--- config.mk ---
export PLATFORM = sky130hd
export DESIGN_NAME = seq_player_ctrl_flat
export DESIGN_NICKNAME = d
export VERILOG_FILES = /design/src/rtl/seq_player_ctrl_if.sv /design/src/rtl/seq_player_ctrl.sv /design/src/flat_wrapper.sv
export SDC_FILE = /design/constraint.sdc
export NUM_CORES = 1
export LEC_CHECK = 0
export ABC_AREA = 1
export CAP_MARGIN = 15
export CELL_PAD_IN_SITES_DETAIL_PLACEMENT = 1
export CELL_PAD_IN_SITES_GLOBAL_PLACEMENT = 2
export CORE_UTILIZATION = 26
export CTS_CLUSTER_SIZE = 28
export DETAILED_ROUTE_END_ITERATION = 8
export PLACE_DENSITY = 0.76
export SLEW_MARGIN = 20
export SYNTH_ARGS = -nofsm -noshare
export SYNTH_HDL_FRONTEND = slang
export SYNTH_SLANG_ARGS = --single-unit
--- constraint.sdc ---
create_clock -name clk_50 -period 1.56 [get_ports clk_50]
set_input_delay 0.312 -clock clk_50 [delete_from_list [all_inputs] [get_ports clk_50]]
set_output_delay 0.312 -clock clk_50 [all_outputs]
set_load 0.005 [all_outputs]
--- src/rtl/seq_player_ctrl_if.sv ---
// Bus between the sequence player and its neighbours: button/tempo pulses and
// ROM data in, ROM address and display state out.
`timescale 1ns/1ps
interface seq_player_ctrl_if #(
  parameter int unsigned SEQ_BITS  = 3,
  parameter int unsigned STEP_BITS = 4,
  parameter int unsigned LED_W     = 8,
  parameter int unsigned DUR_BITS  = 4
);
  logic                          seq_up;
  logic                          seq_dn;
  logic                          play_req;
  logic                          step_tick;
  logic [LED_W+DUR_BITS-1:0]     rom_data;
  logic [SEQ_BITS+STEP_BITS-1:0] rom_addr;
  logic [SEQ_BITS-1:0]           seq_num;
  logic [STEP_BITS-1:0]          step_idx;
  logic [LED_W-1:0]              leds;
  logic                          playing;

  // Environment side: debouncers, tempo divider and pattern ROM
  modport master (
    output seq_up, seq_dn, play_req, step_tick, rom_data,
    input  rom_addr, seq_num, step_idx, leds, playing
  );

  // Controller side
  modport slave (
    input  seq_up, seq_dn, play_req, step_tick, rom_data,
    output rom_addr, seq_num, step_idx, leds, playing
  );
endinterface

--- src/rtl/seq_player_ctrl.sv ---
// LED sequence player: selects one of 2^SEQ_BITS ROM sequences, fetches each
// step word, shows its pattern for 'dur' tempo ticks, then advances.
`timescale 1ns/1ps
module seq_player_ctrl #(
  parameter int unsigned SEQ_BITS  = 3,
  parameter int unsigned STEP_BITS = 4,
  parameter int unsigned LED_W     = 8,
  parameter int unsigned DUR_BITS  = 4,
  parameter int unsigned ROM_LAT   = 1
) (
  input  logic               clk_50,
  input  logic               reset,
  seq_player_ctrl_if.slave   bus
);

  localparam int unsigned WORD_W = LED_W + DUR_BITS;
  localparam int unsigned WAIT_W = $clog2(ROM_LAT + 1);

  typedef enum logic [2:0] {
    IDLE  = 3'd0,
    FETCH = 3'd1,
    WAIT  = 3'd2,
    LATCH = 3'd3,
    HOLD  = 3'd4
  } state_t;

  state_t               state_q, state_d;
  logic [SEQ_BITS-1:0]  seq_num_q, seq_num_d;
  logic [STEP_BITS-1:0] step_idx_q, step_idx_d;
  logic [LED_W-1:0]     leds_q, leds_d;
  logic [DUR_BITS-1:0]  dur_cnt_q, dur_cnt_d;
  logic [WAIT_W-1:0]    wait_cnt_q, wait_cnt_d;
  logic                 playing_q, playing_d;

  logic                 sel_chg_c;
  logic [LED_W-1:0]     rom_pat_c;
  logic [DUR_BITS-1:0]  rom_dur_c;

  assign rom_pat_c = bus.rom_data[WORD_W-1:DUR_BITS];
  assign rom_dur_c = bus.rom_data[DUR_BITS-1:0];

  // State and datapath registers
  always_ff @(posedge clk_50 or posedge reset) begin
    if (reset) begin
      state_q    <= IDLE;
      seq_num_q  <= '0;
      step_idx_q <= '0;
      leds_q     <= '0;
      dur_cnt_q  <= '0;
      wait_cnt_q <= '0;
      playing_q  <= 1'b0;
    end else begin
      state_q    <= state_d;
      seq_num_q  <= seq_num_d;
      step_idx_q <= step_idx_d;
      leds_q     <= leds_d;
      dur_cnt_q  <= dur_cnt_d;
      wait_cnt_q <= wait_cnt_d;
      playing_q  <= playing_d;
    end
  end

  // Next-state: step sequencing, then select override, then play/stop override
  always_comb begin
    state_d    = state_q;
    seq_num_d  = seq_num_q;
    step_idx_d = step_idx_q;
    leds_d     = leds_q;
    dur_cnt_d  = dur_cnt_q;
    wait_cnt_d = wait_cnt_q;
    sel_chg_c  = bus.seq_up ^ bus.seq_dn;

    if (bus.seq_up && !bus.seq_dn) begin
      seq_num_d = seq_num_q + SEQ_BITS'(1);
    end else if (bus.seq_dn && !bus.seq_up) begin
      seq_num_d = seq_num_q - SEQ_BITS'(1);
    end

    case (state_q)
      IDLE: begin
      end
      FETCH: begin
        // A single-cycle ROM needs no wait cycles; LATCH lands ROM_LAT after FETCH
        wait_cnt_d = WAIT_W'(ROM_LAT - 1);
        state_d    = (ROM_LAT > 1) ? WAIT : LATCH;
      end
      WAIT: begin
        wait_cnt_d = wait_cnt_q - WAIT_W'(1);
        if (wait_cnt_q == WAIT_W'(1)) begin
          state_d = LATCH;
        end
      end
      LATCH: begin
        if (rom_dur_c != '0) begin
          leds_d    = rom_pat_c;
          dur_cnt_d = rom_dur_c;
          state_d   = HOLD;
        end else if (step_idx_q != '0) begin
          step_idx_d = '0;
          state_d    = FETCH;
        end else begin
          leds_d  = '0;
          state_d = IDLE;
        end
      end
      HOLD: begin
        if (bus.step_tick) begin
          dur_cnt_d = dur_cnt_q - DUR_BITS'(1);
          if (dur_cnt_q == DUR_BITS'(1)) begin
            step_idx_d = step_idx_q + STEP_BITS'(1);
            state_d    = FETCH;
          end
        end
      end
      default: begin
        state_d = IDLE;
      end
    endcase

    // A new selection restarts at step 0; old pattern stays until the next latch
    if (sel_chg_c) begin
      step_idx_d = '0;
      if (state_q != IDLE) begin
        state_d   = FETCH;
        leds_d    = leds_q;
        dur_cnt_d = dur_cnt_q;
      end
    end

    if (bus.play_req) begin
      if (state_q == IDLE) begin
        state_d = FETCH;
      end else begin
        state_d    = IDLE;
        leds_d     = '0;
        step_idx_d = '0;
      end
    end

    playing_d = (state_d != IDLE);
  end

  assign bus.rom_addr = {seq_num_q, step_idx_q};
  assign bus.seq_num  = seq_num_q;
  assign bus.step_idx = step_idx_q;
  assign bus.leds     = leds_q;
  assign bus.playing  = playing_q;

endmodule

--- src/flat_wrapper.sv ---
// flat-port wrapper written by rule: the top's interface ports become plain ports
module seq_player_ctrl_flat 
#(
  parameter int unsigned SEQ_BITS  = 3,
  parameter int unsigned STEP_BITS = 4,
  parameter int unsigned LED_W     = 8,
  parameter int unsigned DUR_BITS  = 4,
  parameter int unsigned ROM_LAT   = 1
)
  (clk_50, reset, bus_seq_up, bus_seq_dn, bus_play_req, bus_step_tick, bus_rom_data, bus_rom_addr, bus_seq_num, bus_step_idx, bus_leds, bus_playing);
  seq_player_ctrl_if #(.SEQ_BITS(SEQ_BITS), .STEP_BITS(STEP_BITS), .LED_W(LED_W), .DUR_BITS(DUR_BITS)) bus_i ();
  input  logic clk_50;
  input  logic reset;
  input wire logic [$bits(bus_i.seq_up)-1:0] bus_seq_up;
  input wire logic [$bits(bus_i.seq_dn)-1:0] bus_seq_dn;
  input wire logic [$bits(bus_i.play_req)-1:0] bus_play_req;
  input wire logic [$bits(bus_i.step_tick)-1:0] bus_step_tick;
  input wire logic [$bits(bus_i.rom_data)-1:0] bus_rom_data;
  output wire logic [$bits(bus_i.rom_addr)-1:0] bus_rom_addr;
  output wire logic [$bits(bus_i.seq_num)-1:0] bus_seq_num;
  output wire logic [$bits(bus_i.step_idx)-1:0] bus_step_idx;
  output wire logic [$bits(bus_i.leds)-1:0] bus_leds;
  output wire logic [$bits(bus_i.playing)-1:0] bus_playing;
  assign bus_i.seq_up = bus_seq_up;
  assign bus_i.seq_dn = bus_seq_dn;
  assign bus_i.play_req = bus_play_req;
  assign bus_i.step_tick = bus_step_tick;
  assign bus_i.rom_data = bus_rom_data;
  assign bus_rom_addr = bus_i.rom_addr;
  assign bus_seq_num = bus_i.seq_num;
  assign bus_step_idx = bus_i.step_idx;
  assign bus_leds = bus_i.leds;
  assign bus_playing = bus_i.playing;
  seq_player_ctrl #(.SEQ_BITS(SEQ_BITS), .STEP_BITS(STEP_BITS), .LED_W(LED_W), .DUR_BITS(DUR_BITS), .ROM_LAT(ROM_LAT)) u_core (.clk_50(clk_50), .reset(reset), .bus(bus_i));
endmodule
# Yosys cells after proc, flatten, opt, wreduce, memory -nomap -nowiden
# Index checks and enable logic that the tools add are counted.
classes:
  add_sub_neg: 5
  multipliers: 0
  div: 0
  magnitude_cmp: 0
  eq_ne: 6
  shifts: 0
  muxes: 33
  bitwise_logic: 1
  reduce_logical: 11
ops:
  columns: ["operator", "count"]
  rows:
  - ["$mux 8", 7]
  - ["$mux 4", 11]
  - ["$mux 3", 9]
  - ["$pmux 4 s2", 2]
  - ["$pmux 3 s5", 1]
  - ["$reduce_bool 4->1", 2]
  - ["$eq 3x2->1 const B", 2]
  - ["$reduce_bool 3->1", 2]
  - ["$add 4x1->4 const B", 1]
  - ["$eq 4x1->1 const B", 1]
  - ["$reduce_bool 2->1", 2]
  - ["$sub 4x1->4 const B", 1]
  - ["$add 3x1->3 const B", 1]
  - ["$eq 3x1->1 const B", 1]
  - ["$eq 3x3->1 const B", 1]
  - ["$logic_not 3->1", 1]
  - ["$sub 3x1->3 const B", 1]
  - ["$logic_and 1x1->1", 2]
  - ["$logic_not 1->1", 2]
  - ["$mux 1", 2]
  - ["$ne 2x2->1 const B", 1]
  - ["$pmux 1 s2", 1]
  - ["$sub 1x1->1 const B", 1]
  - ["$xor 1x1->1", 1]
word_totals:
  register_bits: 24
  latch_bits: 0
  ramBits: 0
  romBits: 0
  output_inout_bits: 23
  elab_cells: 63
  memories: 0

# Logic depth before layout (Yosys ltp)
# Gate-level depths: netlist (run 1).
logic_depth:
  depth_word: 8
  depth_mapped: 12

# Least setup slack after synthesis (run 1)
# Ideal clock, no wire load.
synth_path:
  path_kind: "input to register"
  start: "input bus_seq_dn"
  end: "register u_core.seq_num_q[2], in the netlist u_core.bus.seq_num[2]"
  t_arrival_ns: 1.250
  slack_ns: 0.186
  cell_stages: 7
  n_path_buf: 0
  path_cell_list: "inv_1 ha_1 inv_1 fa_1 a21oi_1 o21ai_0 xnor2_1"
synth_via:
  elab_chain_len: 3
  elab_cells_between_ends: 5
  classes_between: "mux: 1; reduce/logical: 4"
synth_rtl:
  columns: ["item", "line", "rtl"]
  rows:
  - ["start: declaration", "flat_wrapper.sv:15", "input wire logic [$bits(bus_i.seq_dn)-1:0] bus_seq_dn;"]
  - ["$logic_not 1->1", "seq_player_ctrl.sv:73", "if (bus.seq_up && !bus.seq_dn) begin"]
  - ["$logic_and 1x1->1", "seq_player_ctrl.sv:73", null]
  - ["$mux 3 or $reduce_bool 2->1 (tied branches)", null, null]
  - ["end signal: assignment", "seq_player_ctrl.sv:54", "seq_num_q <= seq_num_d;"]
  - ["end: declaration", "seq_player_ctrl.sv:28", "logic [SEQ_BITS-1:0] seq_num_q, seq_num_d;"]
# Parallel ways exist; a longest one is shown, timed or not.
# A chain may end at the register's enable or synchronous reset.

# Final worst setup path (run 1)
layout_path:
  start: "register u_core.step_idx_q[1], in the netlist u_core.bus.step_idx[1]"
  end: "output bus_step_idx[1]"
layout_lines:
  columns: ["item", "line", "rtl"]
  rows:
  - ["start: declaration", "seq_player_ctrl.sv:29", "logic [STEP_BITS-1:0] step_idx_q, step_idx_d;"]
  - ["start signal: assignment", "seq_player_ctrl.sv:55", "step_idx_q <= step_idx_d;"]
  - ["end: declaration", "flat_wrapper.sv:21", "output wire logic [$bits(bus_i.step_idx)-1:0] bus_step_idx;"]
# No word-level cell between the ends.

==> impl_metrics.toml, run 1 <==
[yosys]
yosys.cell_types.count = 21
ys_seq_area_frac = 0.4199
yosys.area_share.adder = 0.05774
syn_area_per_cell_um2 = 7.527
synth_compound_area_frac = 0.08399
synth-seq-cells = 24
yosysWarnings = 0
synth_top_area_frac = 0.4199
muxShareOfSynthArea = 0
synth_xor_area_frac = 0.01837
synthTopCellsByArea = "dfrtp_1 42%, nand2_1 14%, inv_1 7.9%"
postSynthNetCount = 214
synthSimpleGateAreaFrac = 0.2913
synthCells = 190
synth_area_mm2 = 0.001430
synth_top_family_by_area = "simple AND/OR/NAND/NOR gates"
yosysTopAreaCell = "dfrtp_1"

[finish]
layout-drive-gt1-share = 0.2063
area_growth_pct = 52.84
num_antenna_cells = 0
fin_nets = 277

[clock_tree]
cts_tree = "built"
cts_sinks = 24
numCtsBuffers = 3
clk_pin_slew_worst_paths_ns = 0.09
clockRootBuffer = "clkbuf_8"
cts_buffer_depth = 2
clk_latency_ns = 0.28
cts_hold_buf = 0
cts_max_level = 1

[route]
ant_nets = 0
wl_per_cell_um = 12.13
first_pass_iters = 4
drt_iter0_markers = 29
drc = 0
via_per_inst = 4.283
num_vias = 1379
routed_wl_um = 3905

[setup_path]
reg2reg_from = "u_core.bus.step_idx[0]$_DFF_PP0_"
reg2regPathDepth = 8
worstPathCellList = "clkdlybuf4s50_1"
end_kind = "output pin"
critPathArrivalTime_ns = 1.20
cp-startpoint = "u_core.bus.step_idx[1]$_DFF_PP0_"
critical_path_buf_inv_count = 1
critPathMaxFanout = 5
critical_path_class = "reg -> out"
crit_required_ns = 1.25
path_delay_family = "buffers and inverters"
r2r_slack_ns = 0.12
r2r-end = "u_core.bus.leds[7]$_DFF_PP0_"
start_kind = "register"
cp_slowest_cell = "clkdlybuf4s50_1"
cp_slowest_stage_delay_ns = 0.51

[floorplanning]
die-height_um = 76.17
start_util = 0.2748
fp.dieArea_mm2 = 0.005801
core_mm2 = 0.005205
io_pins = 41
row_count = 26
die_w_um = 76.17

[timing]
relSlewSlack = 0.7761
hold_viol = 0
fin_crit_ns = 1.512
fin_setup_tns_ns = 0
timing.fmax_ghz = 0.6614
finalSetupViolCount = 0
fin_worst_skew_ns = 0.008716
period_share = 0.9692
slew_violations = 0
tightest_slew_ns = 0.3359
finalWorstSetupSlack_ns = 0.04807

[global_route]
grt_pass1_vias = 1464
grt_start_max_net_pins = 25
gr-usage-all-layers = 0.1455
antenna_found_initial = 0
grt_pass1_wl_um = 6762
gr-total-overflow = 0

[placement]
place_congestion = 0.6973
port_buffers = 40
hpwl_um = 2928
preCtsSetupSlack_ns = -0.3411

[run]
cap_violations = 0

[hold_path]
min_path_type = "in -> async"

[power]
ir_worst_vdd_v = 0.0006612
powerDensity_mw_per_mm2 = 1265
leakage_uw = 0.001173

[run_status]
status = "finished clean"
==> Yosys cell counts <==
cell type and number:
nor3_4 1, o21ai_1 4, nand4_1 2, nand2_1 55, nor2_1 11, xnor2_1 2
ha_1 5, a21oi_1 5, inv_2 3, buf_4 8, nand3_1 19, fa_1 1
nand3_2 1, xor2_1 1, nand2_2 2, inv_1 30, dfrtp_1 24, nor2_4 2
o211ai_1 1, a21boi_1 1, o21ai_0 12
==> where the power goes <==
group          leakage [uW]  total [uW]  switching (uW)  internal, uW
registers          0.000313         956             148           808
logic              0.000824        1250             599           648
clock network     0.0000357         562             218           344
==> repair_timing <==
| item | 4_1_cts | 5_1_grt |
|---|---|---|
| endpoints found under the hold margin | 0 | 0 |
| setup endpoints to repair | 11 | 22 |
| resized for setup | 4 | 17 |
| pin swaps | 1 | 0 |
| setup buffers | 3 | 6 |
==> cell families after synthesis <==
| family | after synthesis |
|---|---|
| AND/OR/NAND/NOR | 93 |
| XOR/XNOR | 3 |
| adder cells (fa/ha/maj) | 6 |
| flip-flops | 24 |
| buffers and inverters | 41 |
| AO/OA/AOI/OAI | 23 |
==> state kept, by name, summed over array words and instances (netlist names) <==
| register | flops |
|---|---|
| u_core.bus.playing | 1 |
| u_core.state_q | 3 |
| u_core.bus.seq_num | 3 |
| u_core.wait_cnt_q | 1 |
| u_core.bus.step_idx | 4 |
| u_core.dur_cnt_q | 4 |
| u_core.bus.leds | 8 |
==> how the worst max path moves through the flow <==
stage	to	slack, ns	depth (start not counted)
floorplan	u_core.bus.seq_num[2]$_DFFE_PP0N_	0.19	7
global placement	u_core.bus.seq_num[2]$_DFFE_PP0N_	-0.29	7
detailed placement	u_core.bus.leds[7]$_DFF_PP0_	-0.34	9
CTS	bus_rom_addr[5]	0.00003	1
global route	u_core.bus.seq_num[2]$_DFFE_PP0N_	-0.008	8
finish	bus_step_idx[1]	0.05	1
==> layout make-up <==
| cell class | count | area [um^2] |
|---|---|---|
| inverter | 33 | 123.9 |
| multi-input combinational | 125 | 693.2 |
| clock buffer | 3 | 41.29 |
| tap | 70 | 87.58 |
| sequential | 24 | 601.8 |
| clock inverter | 1 | 30.03 |
| fill | 640 | 3019 |
| timing repair buffer | 66 | 608.1 |
==> metal layers <==
| layer | wire length, um | GRT usage |
|---|---|---|
| met4 | 44 | 0.04038 |
| met1 | 1888 | 0.1947 |
| met3 | 126 | 0.01796 |
| met2 | 1845 | 0.2464 |
| met5 | 0 | 0 |
==> cells in the final DEF, fill, tap and decap left out <==
| cell | instances |
|---|---|
| a21boi_1 | 1 |
| a21oi_1 | 3 |
| a21oi_2 | 2 |
| buf_4 | 26 |
| bufinv_16 | 1 |
| clkbuf_8 | 3 |
| clkdlybuf4s50_1 | 35 |
| dfrtp_1 | 23 |
| dfrtp_2 | 1 |
| dlymetal6s2s_1 | 5 |
| fa_2 | 1 |
| ha_1 | 4 |
| ha_4 | 1 |
| inv_1 | 27 |
| inv_2 | 6 |
| nand2_1 | 52 |
| nand2_2 | 5 |
| nand3_1 | 17 |
| nand3_2 | 2 |
| nand3_4 | 1 |
| nand4_1 | 2 |
| nor2_1 | 11 |
| nor2_4 | 2 |
| nor3_4 | 1 |
| o211ai_1 | 1 |
| o21ai_0 | 10 |
| o21ai_1 | 6 |
| xnor2_1 | 2 |
| xor2_1 | 1 |
==> through the flow <==
stage | hold WS [ns] | utilization | total power [uW] | area [um^2] | cells
after global routing | 0.4194 | 0.4200 | 2999 | 2186 | 322
final | 0.3796 | 0.4200 | 2765 | 2186 | 322
after floorplan | 0.3266 | - | 1580 | 1430 | 190
after CTS | 0.3835 | 0.4012 | 2747 | 2088 | 316
after detailed placement | 0.4927 | 0.3815 | 2133 | 1986 | 309
after global placement | 0.4859 | 0.3815 | 2105 | 1986 | 309
Power figures use the tool's default switching activity.
==> run 2, diff against run 1 <==
--- a/config.mk
+++ b/config.mk
@@ -12,7 +12,7 @@
 export CORE_UTILIZATION = 26
 export CTS_CLUSTER_SIZE = 28
 export DETAILED_ROUTE_END_ITERATION = 8
-export PLACE_DENSITY = 0.76
+export PLACE_DENSITY_LB_ADDON = 0.1
 export SLEW_MARGIN = 20
 export SYNTH_ARGS = -nofsm -noshare
 export SYNTH_HDL_FRONTEND = slang
==> run 2 against run 1 <==
Compared with the run above: sequential power increased by 0.5%; die area stayed put; flip-flop and latch count unchanged; clock skew shrank 0.0032 ns; final cell count stayed put; critical path depth unchanged; critical path type unchanged; largest cell class unchanged; highest routed layer unchanged.
==> impl_metrics.toml, run 2 (same netlist as run 1, synthesis figures left out) <==
[clock_tree]
numCtsBuffers = 3
cts_tree = "built"
cts_buffer_depth = 2
cts_max_level = 1
clk_latency_ns = 0.27
clk_pin_slew_worst_paths_ns = 0.09
clockRootBuffer = "clkbuf_8"
cts_sinks = 24

[setup_path]
reg2regPathDepth = 7
start_kind = "register"
crit_required_ns = 1.25
end_kind = "output pin"
critPathMaxFanout = 6
r2r_slack_ns = 0.10
worstPathCellList = "clkdlybuf4s50_1"
cp_slowest_cell = "clkdlybuf4s50_1"
r2r-end = "u_core.bus.leds[3]$_DFF_PP0_"
path_delay_family = "buffers and inverters"
critical_path_class = "reg -> out"
reg2reg_from = "u_core.state_q[0]$_DFF_PP0_"
critPathArrivalTime_ns = 1.20
cp_slowest_stage_delay_ns = 0.52
cp-startpoint = "u_core.bus.step_idx[1]$_DFF_PP0_"
critical_path_buf_inv_count = 1

[global_route]
grt_start_max_net_pins = 25
gr-total-overflow = 0
antenna_found_initial = 0
gr-usage-all-layers = 0.1479
grt_pass1_vias = 1519
grt_pass1_wl_um = 6858

[floorplanning]
start_util = 0.2748
fp.dieArea_mm2 = 0.005801
io_pins = 41
die_w_um = 76.17
core_mm2 = 0.005205
die-height_um = 76.17
row_count = 26

[placement]
port_buffers = 40
placed_cell_area_mm2 = 0.001978
place_congestion = 0.7219
hpwl_um = 3128

[power]
p_total_uw = 2608
sw_frac_of_total = 0.3610
p_clk_frac = 0.166
leakage_uw = 0.001149
power_frac_comb = 0.465
switchingPower_uw = 941.7
ir_worst_vdd_v = 0.0005617
power_report.internal_total_uw = 1667
p_seq_frac = 0.369
powerDensity_mw_per_mm2 = 1211

[finish]
seq_area_um2 = 603.1
num-fill-cells = 652
layout-drive-gt1-share = 0.1944
num_antenna_cells = 0
final_util = 0.4139
multiInputGateArea_um2 = 676.9
design_area_mm2 = 0.002155
fin_nets = 277
area_growth_pct = 50.66
final_common_cell = "nand2_1"
largest_register_ffs = 8
layout_common_cells = "53 x nand2_1, 35 x clkdlybuf4s50_1, 28 x inv_1"

[route]
num_vias = 1412
via_per_inst = 4.385
wl_per_cell_um = 12.57
routed_wl_um = 4047
first_pass_iters = 2
drt_iter0_markers = 34
ant_nets = 0
drc = 0

[timing]
slew_violations = 0
relSlewSlack = 0.7707
hold_viol = 0
fin_worst_skew_ns = 0.005547
fin_crit_ns = 1.514
tightest_slew_ns = 0.3440
hold_ws_ns = 0.3944
timing.fmax_ghz = 0.6606
period_share = 0.9703
finalSetupViolCount = 0
fin_setup_tns_ns = 0

[run_status]
status = "finished clean"

[run]
cap_violations = 0

[hold_path]
min_path_type = "in -> async"
==> run 2: routing by layer <==
metal | routed length, um | vias to the layer above | track usage
met5 | 0 | - | 0
met4 | 27 | 0 | 0.04038
met3 | 124 | 4 | 0.02036
met2 | 2145 | 24 | 0.2909
met1 | 1750 | 672 | 0.1640
li1 | - | 712 | -
==> run 2: worst max path at each step <==
stage	end	slack, ns	cells past startpoint
floorplan	u_core.bus.seq_num[2]$_DFFE_PP0N_	0.19	7
global route	u_core.bus.leds[4]$_DFF_PP0_	-0.003	7
detailed placement	u_core.bus.leds[3]$_DFF_PP0_	-0.40	9
global placement	u_core.bus.leds[1]$_DFF_PP0_	-0.30	9
CTS	u_core.bus.leds[3]$_DFF_PP0_	0.001	9
finish	bus_rom_addr[1]	0.05	1
==> run 2: repair_timing <==
action / 4_1_cts / 5_1_grt
pin swaps: 5 / 5
resized for setup: 5 / 12
setup endpoints to repair: 14 / 24
hold buffers: 0 / 0
setup buffers: 2 / 8
==> run 2: stage by stage <==
| step | worst slack [ns] | instances |
|---|---|---|
| after floorplan | 0.1858 | 190 |
| after CTS | 0.0009756 | 314 |
| after global routing | -0.003095 | 322 |
| after detailed placement | -0.4017 | 308 |
| after global placement | -0.3014 | 308 |
| final | 0.04632 | 322 |
==> run 2: worst register-to-register path: cells and delay by family, from the launching register on <==
kind	cells	cell delay, ns
flip-flops	1	0.44
AND/OR/NAND/NOR	6	0.90
buffers and inverters	1	0.06
==> run 2: cell type report <==
class,instances,area share
clock buffer,4,0.02555
inverter,33,0.05749
multi-input combinational,125,0.3142
sequential,24,0.2799
tap,70,0.04065
timing repair buffer,66,0.2822
==> run 2: power groups by stage <==
stage / registers (uW) / logic [uW] / clock network, uW
floorplan: 959 / 621 / 0
global placement: 971 / 1090 / 0
detailed placement: 979 / 1120 / 0
CTS: 962 / 1200 / 462
global route: 995 / 1360 / 482
finish: 961 / 1210 / 434
==> run 3, diff against run 2 <==
--- a/config.mk
+++ b/config.mk
@@ -9,7 +9,8 @@
 export CAP_MARGIN = 15
 export CELL_PAD_IN_SITES_DETAIL_PLACEMENT = 1
 export CELL_PAD_IN_SITES_GLOBAL_PLACEMENT = 2
-export CORE_UTILIZATION = 26
+export CORE_UTILIZATION = 27
+export CTS_BUF_LIST = sky130_fd_sc_hd__clkbuf_8
 export CTS_CLUSTER_SIZE = 28
 export DETAILED_ROUTE_END_ITERATION = 8
 export PLACE_DENSITY_LB_ADDON = 0.1
==> run 3 against run 2 <==
Compared with the run above: sequential power barely moved; via count down 0.78%; the run now ends with DRC left; core utilization rose by 0.99 points; flip-flop and latch count stayed put; total power rose by 6.0%; count of clock-buffer cells in the layout fell by 1.
==> impl_metrics.toml, run 3 (same netlist as run 1, synthesis figures left out) <==
[power]
switchingPower_uw = 958.7
ir_worst_vdd_v = 0.0006834
leakage_uw = 0.001168
p_total_uw = 2764
power_frac_comb = 0.448
p_clk_frac = 0.204
p_seq_frac = 0.348
sw_frac_of_total = 0.3469
power_report.internal_total_uw = 1805
powerDensity_mw_per_mm2 = 1277

[finish]
num_antenna_cells = 0
largest_register_ffs = 8
layout_common_cells = "54 x nand2_1, 35 x clkdlybuf4s50_1, 27 x inv_1"
fin_nets = 277
final_common_cell = "nand2_1"
layout-drive-gt1-share = 0.1825
area_growth_pct = 51.36

[setup_path]
start_kind = "register"
end_kind = "output pin"
crit_required_ns = 1.25
cp_slowest_cell = "clkdlybuf4s50_1"
critPathArrivalTime_ns = 1.20
critical_path_class = "reg -> out"
worstPathCellList = "clkdlybuf4s50_1"
critPathMaxFanout = 3
critical_path_buf_inv_count = 1
cp_slowest_stage_delay_ns = 0.52
path_delay_family = "buffers and inverters"
r2r_slack_ns = 0.13

[floorplanning]
io_pins = 41
die-height_um = 74.78
die_w_um = 74.78
row_count = 26
fp.dieArea_mm2 = 0.005592
start_util = 0.2800
core_mm2 = 0.005107

[timing]
fin_crit_ns = 1.509
finalSetupViolCount = 0
tightest_slew_ns = 0.3505
relSlewSlack = 0.7639
timing.fmax_ghz = 0.6629
hold_viol = 0
period_share = 0.9670
hold_ws_ns = 0.3840
slew_violations = 0
fin_worst_skew_ns = 0.007088

[clock_tree]
cts_tree = "built"
cts_hold_buf = 0
clk_pin_slew_worst_paths_ns = 0.09
cts_max_level = 1
clockRootBuffer = "clkbuf_8"
cts_sinks = 24
clk_latency_ns = 0.28
cts_buffer_depth = 2
numCtsBuffers = 3

[route]
drc = 1
routed_wl_um = 3835
drt_iter0_markers = 49
wl_per_cell_um = 11.91
via_per_inst = 4.351
num_vias = 1401
first_pass_iters = 5
ant_nets = 0

[placement]
hpwl_um = 2985
place_congestion = 0.7377
port_buffers = 40

[global_route]
grt_pass1_vias = 1466
antenna_found_initial = 0
grt_pass1_wl_um = 6375
gr-usage-all-layers = 0.1531
grt_start_max_net_pins = 25
gr-total-overflow = 0

[run_status]
status = "finished, violations left"
violations = "DRC"

[hold_path]
min_path_type = "in -> async"

[run]
cap_violations = 0
## run 3: cell types whose count changed in the layout (fill, tap and decap cells not counted), sizes merged
cell | previous run | this run
bufinv | 0 | 1
clkbuf | 4 | 3
## run 3: final cells by class
cell class                      count  area [um^2]
Multi-Input combinational cell    125        670.6
Timing Repair Buffer               66        608.1
Fill cell                         652         2943
Inverter                           33        126.4
Sequential cell                    24        600.6
Clock inverter                      1        30.03
Tap cell                           70        87.58
Clock buffer                        3        41.29
## run 3: per-layer routing
| metal | track usage | up-vias | share of wire |
|---|---|---|---|
| li1 | - | 711 | - |
| met1 | 0.1789 | 660 | 0.44 |
| met2 | 0.2773 | 25 | 0.51 |
| met3 | 0.02142 | 5 | 0.034 |
| met4 | 0.06918 | 0 | 0.017 |
| met5 | 0 | - | 0 |
## run 3: power groups by stage
stage	sequential [uW]	clock, uW	combinational [uW]
2_1_floorplan	959	0	621
3_3_place_gp	972	0	1090
3_5_place_dp	985	0	1120
4_1_cts	962	576	1220
5_1_grt	997	600	1410
6_report	962	564	1240
## run 3: what timing repair did
| action | 4_1_cts | 5_1_grt |
|---|---|---|
| resized for setup | 3 | 12 |
| endpoints found under the hold margin | 0 | 0 |
| buffers inserted | 4 | 5 |
| setup endpoints to repair | 14 | 18 |
| pin swaps | 2 | 4 |
| gates cloned | 0 | 0 |
## run 3: path summary, 6_finish.rpt
path / start / endpoint / cells after the start
hold reg to reg: u_core.bus.seq_num[2]$_DFFE_PP0N_ / u_core.bus.seq_num[2]$_DFFE_PP0N_ / 1
setup reg to reg: u_core.state_q[0]$_DFF_PP0_ / u_core.bus.leds[6]$_DFF_PP0_ / 7
hold / removal: reset / u_core.bus.playing$_DFF_PP0_ / 3
max in group asynchronous: reset / u_core.dur_cnt_q[0]$_DFFE_PP0P_ / 3
setup / recovery: u_core.bus.seq_num[1]$_DFFE_PP0N_ / bus_seq_num[1] / 1
min in group clk_50: u_core.bus.seq_num[2]$_DFFE_PP0N_ / u_core.bus.seq_num[2]$_DFFE_PP0N_ / 1
## run 3: worst register-to-register path, stage by stage, from the launching register on
cell and delay (ns):
dfrtp_1 0.44, nor2_2 0.16, nand2_1 0.14, nand2_4 0.13
inv_4 0.04, nor3_4 0.29, nand2_1 0.10, nand2_1 0.07
## run 3: through the flow
step                        util  instance area [um^2]  instances   TNS [ns]  setup WS, ns
after floorplan                -                  1430        190          0        0.1858
after global placement    0.3888                  1986        309     -4.983       -0.2994
after detailed placement  0.3888                  1986        309     -5.795       -0.3618
after CTS                 0.4101                  2095        317          0      0.009995
after global routing      0.4238                  2165        322  -0.009259     -0.005735
final                     0.4238                  2165        322          0       0.05144
